File: src/rtl/uart_pkg.sv
// ============================================================================
//  Module      : uart_pkg
//  Description : Shared UART types, oversampling ratio and bit-time helper.
//  Revision    : 1.0
// ============================================================================
`default_nettype none

package uart_pkg;

    typedef enum logic [1:0] {
        IDLE  = 2'd0,
        START = 2'd1,
        DATA  = 2'd2,
        STOP  = 2'd3
    } state_e;

    localparam int OVERSAMPLE = 8;
    localparam int CNT_W      = 19;

    // One bit time in clk cycles; a prescale of 0 behaves as 1.
    function automatic logic [CNT_W-1:0] bit_time(input logic [15:0] ps);
        logic [15:0] ps_eff;
        ps_eff = (ps == 16'd0) ? 16'd1 : ps;
        return CNT_W'(ps_eff) * CNT_W'(OVERSAMPLE);
    endfunction

endpackage

`default_nettype wire

File: src/rtl/uart_sync.sv
// ============================================================================
//  Module      : uart_sync
//  Description : N-flop synchronizer for asynchronous inputs, resets to 1.
//  Revision    : 1.0
// ============================================================================
`default_nettype none

module uart_sync #(
    parameter int STAGES = 2
) (
    input  logic clk,
    input  logic rst,
    input  logic i_d,
    output logic o_q
);

    // Depths below two give no metastability protection, so clamp upward.
    localparam int c_n = (STAGES < 2) ? 2 : STAGES;

    logic [c_n-1:0] r_chain;

    always_ff @(posedge clk) begin
        if (rst) begin
            r_chain <= '1;
        end else begin
            r_chain <= {r_chain[c_n-2:0], i_d};
        end
    end

    assign o_q = r_chain[c_n-1];

endmodule

`default_nettype wire

File: src/rtl/uart_rx_axis.sv
// ============================================================================
//  Module      : uart_rx_axis
//  Description : 8N1 UART receiver with AXI-Stream output and error pulses.
//  Revision    : 1.0
// ============================================================================
`default_nettype none

module uart_rx_axis
    import uart_pkg::*;
#(
    parameter int DATA_WIDTH  = 8,
    parameter int SYNC_STAGES = 2
) (
    input  logic                  clk,
    input  logic                  rst,
    input  logic                  rxd,
    input  logic [15:0]           prescale,
    output logic [DATA_WIDTH-1:0] m_axis_tdata,
    output logic                  m_axis_tvalid,
    input  logic                  m_axis_tready,
    output logic                  busy,
    output logic                  frame_error,
    output logic                  overrun_error
);

    localparam int IDX_W = (DATA_WIDTH > 1) ? $clog2(DATA_WIDTH) : 1;
    localparam logic [IDX_W-1:0] c_last_idx = IDX_W'(DATA_WIDTH - 1);

    logic                  w_rx_s;
    logic [CNT_W-1:0]      w_pb;
    logic [CNT_W-1:0]      w_half_m1;

    state_e                r_state;
    logic [CNT_W-1:0]      r_cnt;
    logic [CNT_W-1:0]      r_pb;
    logic [IDX_W-1:0]      r_idx;
    logic [DATA_WIDTH-1:0] r_shift;
    logic [DATA_WIDTH-1:0] r_tdata;
    logic                  r_tvalid;
    logic                  r_busy;
    logic                  r_ferr;
    logic                  r_oerr;

    uart_sync #(
        .STAGES (SYNC_STAGES)
    ) u_sync (
        .clk (clk),
        .rst (rst),
        .i_d (rxd),
        .o_q (w_rx_s)
    );

    assign w_pb      = bit_time(prescale);
    assign w_half_m1 = (w_pb >> 1) - 1'b1;

    always_ff @(posedge clk) begin
        if (rst) begin
            r_state  <= IDLE;
            r_cnt    <= '0;
            r_pb     <= '0;
            r_idx    <= '0;
            r_shift  <= '0;
            r_tdata  <= '0;
            r_tvalid <= 1'b0;
            r_busy   <= 1'b0;
            r_ferr   <= 1'b0;
            r_oerr   <= 1'b0;
        end else begin
            r_ferr <= 1'b0;
            r_oerr <= 1'b0;
            if (r_tvalid && m_axis_tready) begin
                r_tvalid <= 1'b0;
            end

            case (r_state)
                IDLE: begin
                    // Bit time is frozen here so prescale changes cannot disturb a frame.
                    if (!w_rx_s) begin
                        r_pb    <= w_pb;
                        r_cnt   <= w_half_m1;
                        r_state <= START;
                        r_busy  <= 1'b1;
                    end
                end
                START: begin
                    if (r_cnt != '0) begin
                        r_cnt <= r_cnt - 1'b1;
                    end else if (w_rx_s) begin
                        r_state <= IDLE;
                        r_busy  <= 1'b0;
                    end else begin
                        r_cnt   <= r_pb - 1'b1;
                        r_idx   <= '0;
                        r_state <= DATA;
                    end
                end
                DATA: begin
                    if (r_cnt != '0) begin
                        r_cnt <= r_cnt - 1'b1;
                    end else begin
                        r_shift[r_idx] <= w_rx_s;
                        r_cnt          <= r_pb - 1'b1;
                        if (r_idx == c_last_idx) begin
                            r_state <= STOP;
                        end else begin
                            r_idx <= r_idx + 1'b1;
                        end
                    end
                end
                STOP: begin
                    if (r_cnt != '0) begin
                        r_cnt <= r_cnt - 1'b1;
                    end else begin
                        // Leave at mid-stop so a back-to-back start edge is not missed.
                        r_state <= IDLE;
                        r_busy  <= 1'b0;
                        if (w_rx_s) begin
                            r_tdata  <= r_shift;
                            r_tvalid <= 1'b1;
                            if (r_tvalid && !m_axis_tready) begin
                                r_oerr <= 1'b1;
                            end
                        end else begin
                            r_ferr <= 1'b1;
                        end
                    end
                end
                default: begin
                    r_state <= IDLE;
                    r_busy  <= 1'b0;
                end
            endcase
        end
    end

    assign m_axis_tdata  = r_tdata;
    assign m_axis_tvalid = r_tvalid;
    assign busy          = r_busy;
    assign frame_error   = r_ferr;
    assign overrun_error = r_oerr;

endmodule

`default_nettype wire

File: config.mk
export PLATFORM = sky130hd
export DESIGN_NAME = uart_rx_axis
export DESIGN_NICKNAME = d
export VERILOG_FILES = /design/src/rtl/uart_pkg.sv /design/src/rtl/uart_sync.sv /design/src/rtl/uart_rx_axis.sv
export SDC_FILE = /design/constraint.sdc
export NUM_CORES = 1
export LEC_CHECK = 0
export ABC_CLOCK_PERIOD_IN_PS = 3000
export CORE_ASPECT_RATIO = 0.75
export CORE_MARGIN = 2
export CORE_UTILIZATION = 54
export CTS_BUF_LIST = sky130_fd_sc_hd__clkbuf_2
export CTS_CLUSTER_DIAMETER = 100
export DETAILED_ROUTE_END_ITERATION = 10
export PLACE_DENSITY_LB_ADDON = 0.2
export SLEW_MARGIN = 20
export SYNTH_ARGS = -nofsm -noshare
export SYNTH_HDL_FRONTEND = slang
export SYNTH_SLANG_ARGS = --single-unit
File: constraint.sdc
create_clock -name clk -period 3 [get_ports clk]
set_clock_uncertainty 0.2 [all_clocks]
set_input_delay 0.45 -clock clk [delete_from_list [all_inputs] [get_ports clk]]
set_output_delay 0.45 -clock clk [all_outputs]
set_load 0.05 [all_outputs]
==> results.toml <==
[synth]
synth_edf_count = 0
syn_nets = 502
synthArstFlopShare_pct = 0
synth_area_mm2 = 0.00378
yosysUniqueCellTypes = 68
ys_warn_count = 0
synth_ff_type = "dfxtp_1"
ys_seq_area_share_pct = 32.8
avgSynthCellArea_um2 = 8.03
synth_seq_cells = 62
syn_inst = 471

[die]
initial_core_util_pct = 55.6
die_area_mm2 = 0.00770
io_pins = 32
fp.dieW_um = 101
core_area_mm2 = 0.00680
rows = 26
fp.dieH_um = 76.5

[detailed_routing]
ant_nets = 0
via_count = 3836
drtPass1Iterations = 5
wl_per_cell_um = 18.0
vias_per_cell = 6.22
drt_iter0_markers = 311
drcViolationCount = 0
wl_um = 11100

[global_route]
antenna_found_initial = 0
grt_pass1_wl_um = 18200
grt_max_degree = 37
grt_pass1_vias = 3537
grtUsageTotal_pct = 30.2
grt-ovfl-total = 0

[setup_path]
cp-start-kind = "flop"
required_ns = 3.24
cp.arrival_ns = 3.08
crit_fanout = 13
path_class = "flop to flop"
cp-startpoint = "r_cnt[11]"
reg2reg_from = "r_cnt[11]"
critPathMaxStageDelay_ns = 0.64
worstPathCellList = "or4_1, or4_4, o31a_1, a41oi_1, o41ai_1"
worst_path_max_delay_cell = "or4_1"
setup.worst_path.end_class = "flop"

[power]
power_density_mw_per_mm2 = 600
vdd_drop_max_mv = 0.359
leakage_nw = 1.71

[sta]
rsz0062_at_grt = "false"
slew_violations = 0
clock.fmax_mhz = 353
whs_ns = 0.133
period_share_pct = 94.5
relSlewSlack_pct = 54.0
fin_crit_ns = 2.84
timing.setup.tns_ns = 0
hold_violations = 0
finalSetupViolations = 0
tightest_slew_ns = 0.690

[cts]
clock-sinks = 62
cts_buffers = 9
ctsLongestPathBuffers = 2
holdBufCountCts = 0
post-cts-setup-buffer-count = 0
clk_pin_slew_ns = 0.21
cts_tree = "built"
worstSkewPairLatency_ns = 0.55
htree_num_levels = 3
cts-root-buf = "clkbuf_2"

[worst_hold_path]
worstHoldPathType = "input pin to flop"
hold_start = "rst"

[job]
maxCapViolCount = 0

[cells_and_area]
seq_area_mm2 = 0.00124
syn_to_final_growth_pct = 20.4
drive_above_1_share_pct = 15.6
multi_input_area_mm2 = 0.00237
fill_cells = 563
n_antenna_cell = 0
fin_nets = 559
layout.cells.non_filler = 617

[place]
dp_hpwl_um = 8340
post-place-cells = 601
place_congestion = 0.967
io_buffers = 31

[status]
run_status = "finished, final reports clean"
## worst paths after layout
kind                                           to  slack (ns)  cells after the start
worst max-delay path                    r_cnt[11]        0.16                      5
worst min-delay path                     r_cnt[1]        0.13                      2
worst max register to register          r_cnt[11]        0.16                      5
worst min register to register  u_sync.r_chain[1]        0.26                      1
## synth_stat cells (2+ instances only)
master / count / area [um^2]
nand4_1: 5 / 31.3
a22o_1: 2 / 17.5
nor2b_1: 2 / 12.5
a22oi_1: 3 / 22.5
nor4_1: 11 / 68.8
inv_1: 12 / 45.0
a211o_1: 2 / 17.5
a221o_1: 2 / 20.0
mux2i_1: 8 / 80.1
nand2_1: 64 / 240
and3_1: 3 / 18.8
a31oi_1: 3 / 18.8
o31a_1: 4 / 35.0
xnor2_1: 16 / 140
o41ai_1: 6 / 52.6
nand2b_1: 7 / 43.8
a21oi_1: 42 / 210
ha_1: 11 / 138
or2_2: 3 / 18.8
clkbuf_1: 19 / 71.3
or3_1: 3 / 18.8
a32o_1: 3 / 30.0
o21ai_0: 7 / 35.0
dfxtp_1: 62 / 1240
or4_4: 2 / 22.5
xor2_1: 17 / 149
o211ai_1: 6 / 45.0
buf_2: 5 / 25.0
nor4b_1: 4 / 35.0
nor2_1: 40 / 150
a221oi_1: 4 / 35.0
nand2_2: 2 / 12.5
o31ai_1: 6 / 45.0
nor3_1: 16 / 80.1
a211oi_1: 5 / 37.5
a211oi_2: 2 / 25.0
a311oi_1: 2 / 17.5
o21ai_1: 5 / 25.0
buf_6: 3 / 33.8
nor3b_1: 2 / 15.0
or4_1: 9 / 67.6
nand3_1: 15 / 75.1
## sequential cells by signal, summed over array words and instances (netlist names), named ones only
signal	cells
r_cnt	19
r_pb	16
m_axis_tdata	8
r_shift	8
r_idx	3
u_sync.r_chain	2
busy	1
frame_error	1
m_axis_tvalid	1
overrun_error	1
r_state	1
## power by group
| part | switching, mW | total, mW | internal (mW) |
|---|---|---|---|
| Combinational | 0.673 | 1.12 | 0.449 |
| Sequential | 0.0754 | 0.960 | 0.884 |
| Clock | 0.364 | 0.651 | 0.287 |
| Total | 1.11 | 2.73 | 1.62 |
## timing repair
item	in CTS	in global routing
endpoints found under the hold margin	0	0
resized for setup	0	2
endpoints found under the setup margin	0	1
## per-layer routing
layer,vias up,GRT usage [%],routed length (um)
li1,1842,-,-
met1,1801,45.0,5290
met2,178,41.7,4640
met3,15,8.99,1090
met4,0,8.63,114
met5,-,0,0
## cells by family after synthesis
kind of cell             after synthesis  synth area share, %
adder cells (fa/ha/maj)               11                 3.64
flip-flops                            62                 32.8
XOR/XNOR                              33                 7.64
buffers and inverters                 41                 4.93
AO/OA/AOI/OAI                        118                 22.1
multiplexers                           9                 2.41
AND/OR/NAND/NOR                      197                 26.5
## layout by cell type, fill, tap and decap left out, types with 3 or more instances in the layout
cell type / n
buf_4: 42
nor4_1: 11
inv_1: 12
or4_1: 9
a221oi_1: 4
nand4_1: 5
nand2_1: 64
or3_1: 3
a31oi_1: 3
o31ai_1: 6
a32o_1: 3
o21ai_0: 7
nand3_1: 15
and3_1: 3
a22oi_1: 3
xor2_1: 17
inv_6: 4
o211ai_1: 6
a211oi_1: 5
dfxtp_1: 62
o21ai_1: 5
nand2b_1: 7
nor4b_1: 4
ha_1: 11
o31a_1: 4
clkdlybuf4s50_1: 30
o41ai_1: 6
a21oi_1: 42
nor2_1: 40
clkbuf_2: 9
or2_2: 3
xnor2_1: 16
mux2i_1: 8
nor3_1: 15
## metrics by stage
stage | utilization [%] | instance area [um^2] | setup WS, ns | power [mW]
after global routing | 67.0 | 4550 | 0.0169 | 2.87
final | 67.0 | 4550 | 0.164 | 2.73
after CTS | 66.8 | 4540 | 0.203 | 2.71
after detailed placement | 64.6 | 4400 | -0.304 | 2.06
after floorplan | - | 3790 | 0.0515 | 1.74
after global placement | 64.6 | 4400 | -0.192 | 2.04
## cell type report
type                    count  area share (%)
flip-flops and latches     62            27.3
clock buffers               9           0.989
repair buffers             74            14.1
well taps                  84            2.31
inverters                  13            1.07
clock inverters             7            2.25
multi-input cells         368            52.1
## critical path: cells and delay by family, from the launching register on
family / cells / cell delay [ns]
AO/OA/AOI/OAI: 3 / 0.92
flip-flops: 1 / 0.41
AND/OR/NAND/NOR: 2 / 1.20
(Power assumes the default switching activity.)
